===== src/rtl/ps2_scan_decoder_if.sv =====
// Keyboard-side pins and decoded key stream of the PS/2 scan-code front end.
// slave: the decoder. master: whatever drives the PS/2 lines and consumes keys.
interface ps2_scan_decoder_if;
  logic       i_ps2_clk;
  logic       i_ps2_data;
  logic [7:0] o_key_code;
  logic       o_key_valid;
  logic       o_is_upper;
  logic       o_shift_on;
  logic       o_frame_err;

  modport slave (
    input  i_ps2_clk, i_ps2_data,
    output o_key_code, o_key_valid, o_is_upper, o_shift_on, o_frame_err
  );

  modport master (
    output i_ps2_clk, i_ps2_data,
    input  o_key_code, o_key_valid, o_is_upper, o_shift_on, o_frame_err
  );
endinterface


===== src/rtl/ps2_scan_decoder.sv =====
// PS/2 keyboard receiver: filters ps2_clk, deframes 11-bit frames, strips E0/F0, tracks Shift/Caps.
// Key strobe 2 cycles after the stop-bit edge; no backpressure. Optional PS2_PARITY_CHECK_EN enables odd-parity rejection.
module ps2_scan_decoder #(
  parameter int FILTER_LEN  = 8,
  parameter int TIMEOUT_CYC = 100000
) (
  input  logic               i_clk,
  input  logic               i_rst_n,
  ps2_scan_decoder_if.slave  bus
);

  localparam int FW = $clog2(FILTER_LEN + 1);
  localparam int TW = $clog2(TIMEOUT_CYC + 1);

  typedef enum logic [1:0] {F_IDLE, F_DATA, F_PARITY, F_STOP} fstate_t;

  // Synchronisers reset to the idle-high line level so reset never fakes an edge.
  logic [1:0]    clk_sync_q, data_sync_q;
  logic          clk_s, din;
  logic          filt_q, filt_d;
  logic [FW-1:0] fcnt_q, fcnt_d;
  logic          fe_q, fe_d;

  fstate_t       fstate_q, fstate_d;
  logic [2:0]    bitcnt_q, bitcnt_d;
  logic [7:0]    shreg_q, shreg_d;
  logic [TW-1:0] tmo_q, tmo_d;
  logic          byte_rdy_q, byte_rdy_d;
  logic          err_q, err_d;
  logic          par_ok;

  logic          ext_q, ext_d, brk_q, brk_d;
  logic          sl_q, sl_d, sr_q, sr_d;
  logic          caps_q, caps_d, held_q, held_d;
  logic [7:0]    key_q, key_d;
  logic          kvld_q, kvld_d;
  logic          upper_q, upper_d, shon_q, shon_d;

  assign clk_s = clk_sync_q[1];
  assign din   = data_sync_q[1];

  always_ff @(posedge i_clk or negedge i_rst_n) begin
    if (!i_rst_n) begin
      clk_sync_q  <= 2'b11;
      data_sync_q <= 2'b11;
      filt_q      <= 1'b1;
      fcnt_q      <= '0;
      fe_q        <= 1'b0;
    end else begin
      clk_sync_q  <= {clk_sync_q[0], bus.i_ps2_clk};
      data_sync_q <= {data_sync_q[0], bus.i_ps2_data};
      filt_q      <= filt_d;
      fcnt_q      <= fcnt_d;
      fe_q        <= fe_d;
    end
  end

  // Any sample equal to the current filtered level restarts the run count.
  always_comb begin
    filt_d = filt_q;
    fcnt_d = '0;
    fe_d   = 1'b0;
    if (clk_s != filt_q) begin
      if (fcnt_q == FW'(FILTER_LEN - 1)) begin
        filt_d = clk_s;
        fe_d   = !clk_s;
      end else begin
        fcnt_d = fcnt_q + 1'b1;
      end
    end
  end

`ifdef PS2_PARITY_CHECK_EN
  logic par_q, par_d;

  always_ff @(posedge i_clk or negedge i_rst_n) begin
    if (!i_rst_n) par_q <= 1'b0;
    else          par_q <= par_d;
  end

  always_comb begin
    par_d = par_q;
    if (fstate_q == F_PARITY && fe_q) par_d = din;
  end

  assign par_ok = ^{shreg_q, par_q};
`else
  assign par_ok = 1'b1;
`endif

  always_ff @(posedge i_clk or negedge i_rst_n) begin
    if (!i_rst_n) begin
      fstate_q   <= F_IDLE;
      bitcnt_q   <= '0;
      shreg_q    <= '0;
      tmo_q      <= '0;
      byte_rdy_q <= 1'b0;
      err_q      <= 1'b0;
    end else begin
      fstate_q   <= fstate_d;
      bitcnt_q   <= bitcnt_d;
      shreg_q    <= shreg_d;
      tmo_q      <= tmo_d;
      byte_rdy_q <= byte_rdy_d;
      err_q      <= err_d;
    end
  end

  always_comb begin
    fstate_d   = fstate_q;
    bitcnt_d   = bitcnt_q;
    shreg_d    = shreg_q;
    byte_rdy_d = 1'b0;
    err_d      = 1'b0;
    tmo_d      = (fstate_q == F_IDLE || fe_q) ? '0 : tmo_q + 1'b1;
    case (fstate_q)
      F_IDLE: begin
        if (fe_q) begin
          if (!din) begin
            fstate_d = F_DATA;
            bitcnt_d = '0;
          end else begin
            err_d = 1'b1;
          end
        end
      end
      F_DATA: begin
        if (fe_q) begin
          shreg_d  = {din, shreg_q[7:1]};
          bitcnt_d = bitcnt_q + 1'b1;
          if (bitcnt_q == 3'd7) fstate_d = F_PARITY;
        end
      end
      F_PARITY: begin
        if (fe_q) fstate_d = F_STOP;
      end
      F_STOP: begin
        if (fe_q) begin
          if (din && par_ok) byte_rdy_d = 1'b1;
          else               err_d      = 1'b1;
          fstate_d = F_IDLE;
        end
      end
      default: fstate_d = F_IDLE;
    endcase
    // A stalled keyboard must not leave a half-received frame waiting forever.
    if (fstate_q != F_IDLE && !fe_q && tmo_d == TW'(TIMEOUT_CYC)) begin
      fstate_d = F_IDLE;
      bitcnt_d = '0;
      shreg_d  = '0;
      tmo_d    = '0;
      err_d    = 1'b1;
    end
  end

  always_ff @(posedge i_clk or negedge i_rst_n) begin
    if (!i_rst_n) begin
      ext_q   <= 1'b0;
      brk_q   <= 1'b0;
      sl_q    <= 1'b0;
      sr_q    <= 1'b0;
      caps_q  <= 1'b0;
      held_q  <= 1'b0;
      key_q   <= '0;
      kvld_q  <= 1'b0;
      upper_q <= 1'b0;
      shon_q  <= 1'b0;
    end else begin
      ext_q   <= ext_d;
      brk_q   <= brk_d;
      sl_q    <= sl_d;
      sr_q    <= sr_d;
      caps_q  <= caps_d;
      held_q  <= held_d;
      key_q   <= key_d;
      kvld_q  <= kvld_d;
      upper_q <= upper_d;
      shon_q  <= shon_d;
    end
  end

  always_comb begin
    ext_d  = ext_q;
    brk_d  = brk_q;
    sl_d   = sl_q;
    sr_d   = sr_q;
    caps_d = caps_q;
    held_d = held_q;
    key_d  = key_q;
    kvld_d = 1'b0;
    if (byte_rdy_q) begin
      if (shreg_q == 8'hE0) begin
        ext_d = 1'b1;
      end else if (shreg_q == 8'hF0) begin
        brk_d = 1'b1;
      end else begin
        ext_d = 1'b0;
        brk_d = 1'b0;
        // Extended keys are dropped entirely, prefixes included.
        if (!ext_q) begin
          case (shreg_q)
            8'h12: sl_d = !brk_q;
            8'h59: sr_d = !brk_q;
            8'h58: begin
              if (brk_q) begin
                held_d = 1'b0;
              end else if (!held_q) begin
                caps_d = !caps_q;
                held_d = 1'b1;
              end
            end
            8'hAA, 8'hFA, 8'hFE, 8'h00, 8'hFF: begin
            end
            default: begin
              if (!brk_q) begin
                key_d  = shreg_q;
                kvld_d = 1'b1;
              end
            end
          endcase
        end
      end
    end
    shon_d  = sl_d | sr_d;
    upper_d = caps_d ^ shon_d;
  end

  assign bus.o_key_code  = key_q;
  assign bus.o_key_valid = kvld_q;
  assign bus.o_is_upper  = upper_q;
  assign bus.o_shift_on  = shon_q;
  assign bus.o_frame_err = err_q;

endmodule

===== src/flat_wrapper.sv =====
// flat-port wrapper written by rule: the top's interface ports become plain ports
module ps2_scan_decoder_flat 
#(
  parameter int FILTER_LEN  = 8,
  parameter int TIMEOUT_CYC = 100000
)
  (i_clk, i_rst_n, bus_i_ps2_clk, bus_i_ps2_data, bus_o_key_code, bus_o_key_valid, bus_o_is_upper, bus_o_shift_on, bus_o_frame_err);
  ps2_scan_decoder_if bus_i ();
  input  logic i_clk;
  input  logic i_rst_n;
  input wire logic [$bits(bus_i.i_ps2_clk)-1:0] bus_i_ps2_clk;
  input wire logic [$bits(bus_i.i_ps2_data)-1:0] bus_i_ps2_data;
  output wire logic [$bits(bus_i.o_key_code)-1:0] bus_o_key_code;
  output wire logic [$bits(bus_i.o_key_valid)-1:0] bus_o_key_valid;
  output wire logic [$bits(bus_i.o_is_upper)-1:0] bus_o_is_upper;
  output wire logic [$bits(bus_i.o_shift_on)-1:0] bus_o_shift_on;
  output wire logic [$bits(bus_i.o_frame_err)-1:0] bus_o_frame_err;
  assign bus_i.i_ps2_clk = bus_i_ps2_clk;
  assign bus_i.i_ps2_data = bus_i_ps2_data;
  assign bus_o_key_code = bus_i.o_key_code;
  assign bus_o_key_valid = bus_i.o_key_valid;
  assign bus_o_is_upper = bus_i.o_is_upper;
  assign bus_o_shift_on = bus_i.o_shift_on;
  assign bus_o_frame_err = bus_i.o_frame_err;
  ps2_scan_decoder #(.FILTER_LEN(FILTER_LEN), .TIMEOUT_CYC(TIMEOUT_CYC)) u_core (.i_clk(i_clk), .i_rst_n(i_rst_n), .bus(bus_i));
endmodule

===== config.mk =====
export PLATFORM = sky130hd
export DESIGN_NAME = ps2_scan_decoder_flat
export DESIGN_NICKNAME = d
export VERILOG_FILES = /design/src/rtl/ps2_scan_decoder_if.sv /design/src/rtl/ps2_scan_decoder.sv /design/src/flat_wrapper.sv
export SDC_FILE = /design/constraint.sdc
export NUM_CORES = 1
export LEC_CHECK = 0
export CAP_MARGIN = 20
export CORE_AREA = 2 2 86 96
export DETAILED_ROUTE_END_ITERATION = 6
export DIE_AREA = 0 0 88 98
export PLACE_DENSITY_LB_ADDON = 0.12
export SLEW_MARGIN = 10
export SYNTH_ARGS = -nofsm -noshare
export SYNTH_HDL_FRONTEND = slang
export SYNTH_SLANG_ARGS = --single-unit

===== constraint.sdc =====
create_clock -name i_clk -period 2.6 [get_ports i_clk]
set_input_delay 0.39 -clock i_clk [delete_from_list [all_inputs] [get_ports i_clk]]
set_output_delay 0.39 -clock i_clk [all_outputs]
set_load 0.01 [all_outputs]

==> out/metrics.json <==
{
  "yosys": {
    "synth_compound_area_share_pct": 11.6,
    "synth_edf_count": 0,
    "yosysWarningCount": 0,
    "ys_seq_elements": 59,
    "proportion_of_synthesized_chip_area_in_sequential_cells_pct": 50.0,
    "synthTopCellsByCount": "sky130_fd_sc_hd__dfrtp_1, sky130_fd_sc_hd__nor2_1, sky130_fd_sc_hd__nand2_1, sky130_fd_sc_hd__a21oi_1, sky130_fd_sc_hd__nand3_1",
    "synth_simple_gate_area_share_pct": 21.3,
    "synth_top_cells_by_area": "sky130_fd_sc_hd__dfrtp_1, sky130_fd_sc_hd__dfstp_2, sky130_fd_sc_hd__ha_1",
    "synth_top_family_by_area": "simple AND/OR/NAND/NOR gates",
    "post-synth-top-area-cell": "sky130_fd_sc_hd__dfrtp_1",
    "portion_of_netlist_area_occupied_by_mux_cells_pct": 4.81,
    "yosysMostFrequentCell": "sky130_fd_sc_hd__dfrtp_1",
    "netlist_area_sq_mm": 0.00297,
    "share_of_the_synthesized_netlist_area_taken_by_xor_and_xnor_gates_pct": 4.72,
    "syn_inst": 291,
    "synth.lib_cells_used.distinct": 54,
    "synth-main-ff-cell": "sky130_fd_sc_hd__dfrtp_1",
    "post_synthesis_area_per_instance_sq_um": 10.2,
    "netlist.area_leader.share_pct": 45.6,
    "yosys.area_share.adder_pct": 3.80,
    "postSynth.asyncResetShare_pct": 100,
    "mappedNetlistNets": 304
  },
  "global_routing": {
    "grt_usage_pct": 15.2,
    "grt_pass1_wl_mm": 10.3,
    "grt.overflow.total": 0,
    "grt_pass1_vias": 2177,
    "initial_antenna_violation_count": 0,
    "grt_start_max_net_pins": 29
  },
  "timing": {
    "rsz0062_at_grt": "false",
    "fin_crit_share_pct": 89.0,
    "final_report_setup_violation_count": 0,
    "final-max-slew-violation-count": 0,
    "timing_worst_slew_pin_value_ns": 0.615,
    "max_freq_mhz": 432,
    "report.final.hold_viol_count": 0,
    "timing.clock.skew_ns": 0.0119,
    "min_period_ns": 2.31,
    "final.setup.worst_slack_ns": 0.286,
    "totalNegativeSetupSlack_ns": 0,
    "headroom_to_the_max_slew_limit_pct": 59.0
  },
  "cts": {
    "hold_buffers": 0,
    "clock_tree.root_cell": "sky130_fd_sc_hd__clkbuf_8",
    "numCtsBuffers": 9,
    "tritoncts": "yes",
    "numClockSinks": 59,
    "post_cts.repair.setup_buffers": 0,
    "clock_tree.htree_level_count": 3,
    "cts_max_path_buffers": 2,
    "insertion_delay_ns": 0.33,
    "clk_transition_reported_paths_ns": 0.08,
    "cts_repair_resize_count": 0
  },
  "floorplan": {
    "die_x_um": 88,
    "boundaryPins": 16,
    "std_cell_rows": 34,
    "core_region_area_sq_mm": 0.00770,
    "die_height_um": 98,
    "start_util_pct": 38.5,
    "fp.dieArea_sq_mm": 0.00862
  },
  "power": {
    "power.density_mw_per_mm2": 769,
    "ir_drop_uv": 549,
    "standby_leakage_power_nw": 1.48
  },
  "placed_design": {
    "place_worst_setup_slack_ns": 0.324,
    "place.gp.congestion": 0.881,
    "dpl.hpwl_mm": 3.94,
    "placed_cells_incl_taps": 411,
    "placement.io_buffers": 15
  },
  "setup_path": {
    "worst_path_dominant_cell_family": "simple AND/OR/NAND/NOR gates",
    "crit_path_cell_trace": "ha_1, or4b_2, a211oi_2, o2111a_2, buf_4, o211ai_1",
    "timing.setup.critical_path_class": "register to register",
    "worst_setup_path_end_kind": "register",
    "worst_ep_arrival_time_ns": 2.51,
    "critical-path-max-stage-delay_ns": 0.65,
    "crit_required_ns": 2.80,
    "worstPathBufferInverterCount": 1,
    "worstSetupStartpointType": "register",
    "timing.critical_path.slowest_stage_cell": "sky130_fd_sc_hd__or4b_2",
    "critPathMaxFanout": 10
  },
  "finish": {
    "final.fill_count": 714,
    "drive_above_1_share_pct": 17.9,
    "layout.area.seq_sq_mm": 0.00148,
    "area_of_the_multi_input_gates_sq_mm": 0.00137,
    "num-nets-final": 327,
    "area_growth_pct": 17.3,
    "antennaDiodeCount": 0,
    "postLayoutCoreUtil_pct": 45.2,
    "layoutNonFillerInstCount": 427
  },
  "hold_path": {
    "hp-class": "input port to asynchronous set/reset pin"
  },
  "drt": {
    "post_drt_wl_per_cell_um": 13.5,
    "drt_iter0_drc": 103,
    "viasPerCell": 5.14,
    "drt.antenna.violating_nets": 0,
    "drt-total-wl_mm": 5.79,
    "dr_total_vias": 2196,
    "drc": 0,
    "firstDrtPassIters": 4
  },
  "status": {
    "run_status": "complete, no violations"
  },
  "job": {
    "max_cap_violations": 0
  }
}
## registers in the layout (all words and copies together), names as in the netlist
name and flops:
u_core.bus.o_is_upper 1, u_core.bitcnt_q 3, u_core.fstate_q 2, u_core.ext_q 1, u_core.sl_q 1, u_core.sr_q 1, u_core.data_sync_q 2, u_core.bus.o_shift_on 1
u_core.shreg_q 8, u_core.fe_q 1, u_core.fcnt_q 4, u_core.filt_q 1, u_core.held_q 1, u_core.tmo_q 17, u_core.clk_sync_q 2, u_core.bus.o_key_valid 1
u_core.caps_q 1, u_core.bus.o_key_code 8, u_core.brk_q 1, u_core.byte_rdy_q 1, u_core.bus.o_frame_err 1
## metrics by stage
| stage | total power (W) | cell area [sq um] | hold WS, ns |
|---|---|---|---|
| detailed placement | 0.00177 | 3250 | 0.347 |
| global route | 0.00287 | 3480 | 0.119 |
| global placement | 0.00177 | 3250 | 0.347 |
| CTS | 0.00272 | 3480 | 0.0796 |
| finish | 0.00268 | 3480 | 0.0628 |
| floorplan | 0.00157 | 2970 | 0.0944 |
## worst paths after layout
path / to / start / cells after the start / slack, ns
max in group asynchronous: u_core.shreg_q[4]$_DFFE_PN0P_ / i_rst_n / 2 / 1.85
hold reg to reg: u_core.data_sync_q[1]$_DFF_PN1_ / u_core.data_sync_q[0]$_DFF_PN1_ / 0 / 0.36
hold / removal: u_core.tmo_q[4]$_DFF_PN0_ / i_rst_n / 1 / 0.06
min in group i_clk: u_core.data_sync_q[1]$_DFF_PN1_ / u_core.data_sync_q[0]$_DFF_PN1_ / 0 / 0.36
setup / recovery: u_core.fstate_q[0]$_DFFE_PN0P_ / u_core.tmo_q[0]$_DFF_PN0_ / 6 / 0.29
setup reg to reg: u_core.fstate_q[0]$_DFFE_PN0P_ / u_core.tmo_q[0]$_DFF_PN0_ / 6 / 0.29
## cell usage in the layout (no fill, tap or decap), drive strengths merged, types with 9 or more instances in the layout
master,synthesis,final
o21ai,11,11
xor2,10,10
dfrtp,54,54
mux2,10,10
clkbuf,8,9
nor2,26,26
inv,10,11
clkdlybuf4s50,0,14
nand2,26,26
ha,9,9
a21oi,20,20
nand3,20,20
buf,6,12
## cells by family after synthesis
logic type	count (synthesis)
buffers and inverters	24
adder cells (fa/ha/maj)	9
AO/OA/AOI/OAI	51
multiplexers	13
AND/OR/NAND/NOR	119
flip-flops	59
XOR/XNOR	16
## layer usage
metal	share of wire, %	global-route usage (%)
met3	4.4	3.47
met1	48	21.9
met2	45	21.6
met4	2.3	6.98
met5	0	0
## where the power goes
part           internal (W)  switching [W]
clock network      0.000545       0.000383
logic              0.000270       0.000386
registers           0.00101      0.0000803
## final cells by class
cell class	instances	share of cell area, %
Sequential cell	59	42.6
Timing Repair Buffer	26	6.55
Clock buffer	9	3.56
Clock inverter	7	2.91
Tap cell	108	3.88
Inverter	10	1.08
Multi-Input combinational cell	208	39.4
(Power assumes the default switching activity.)
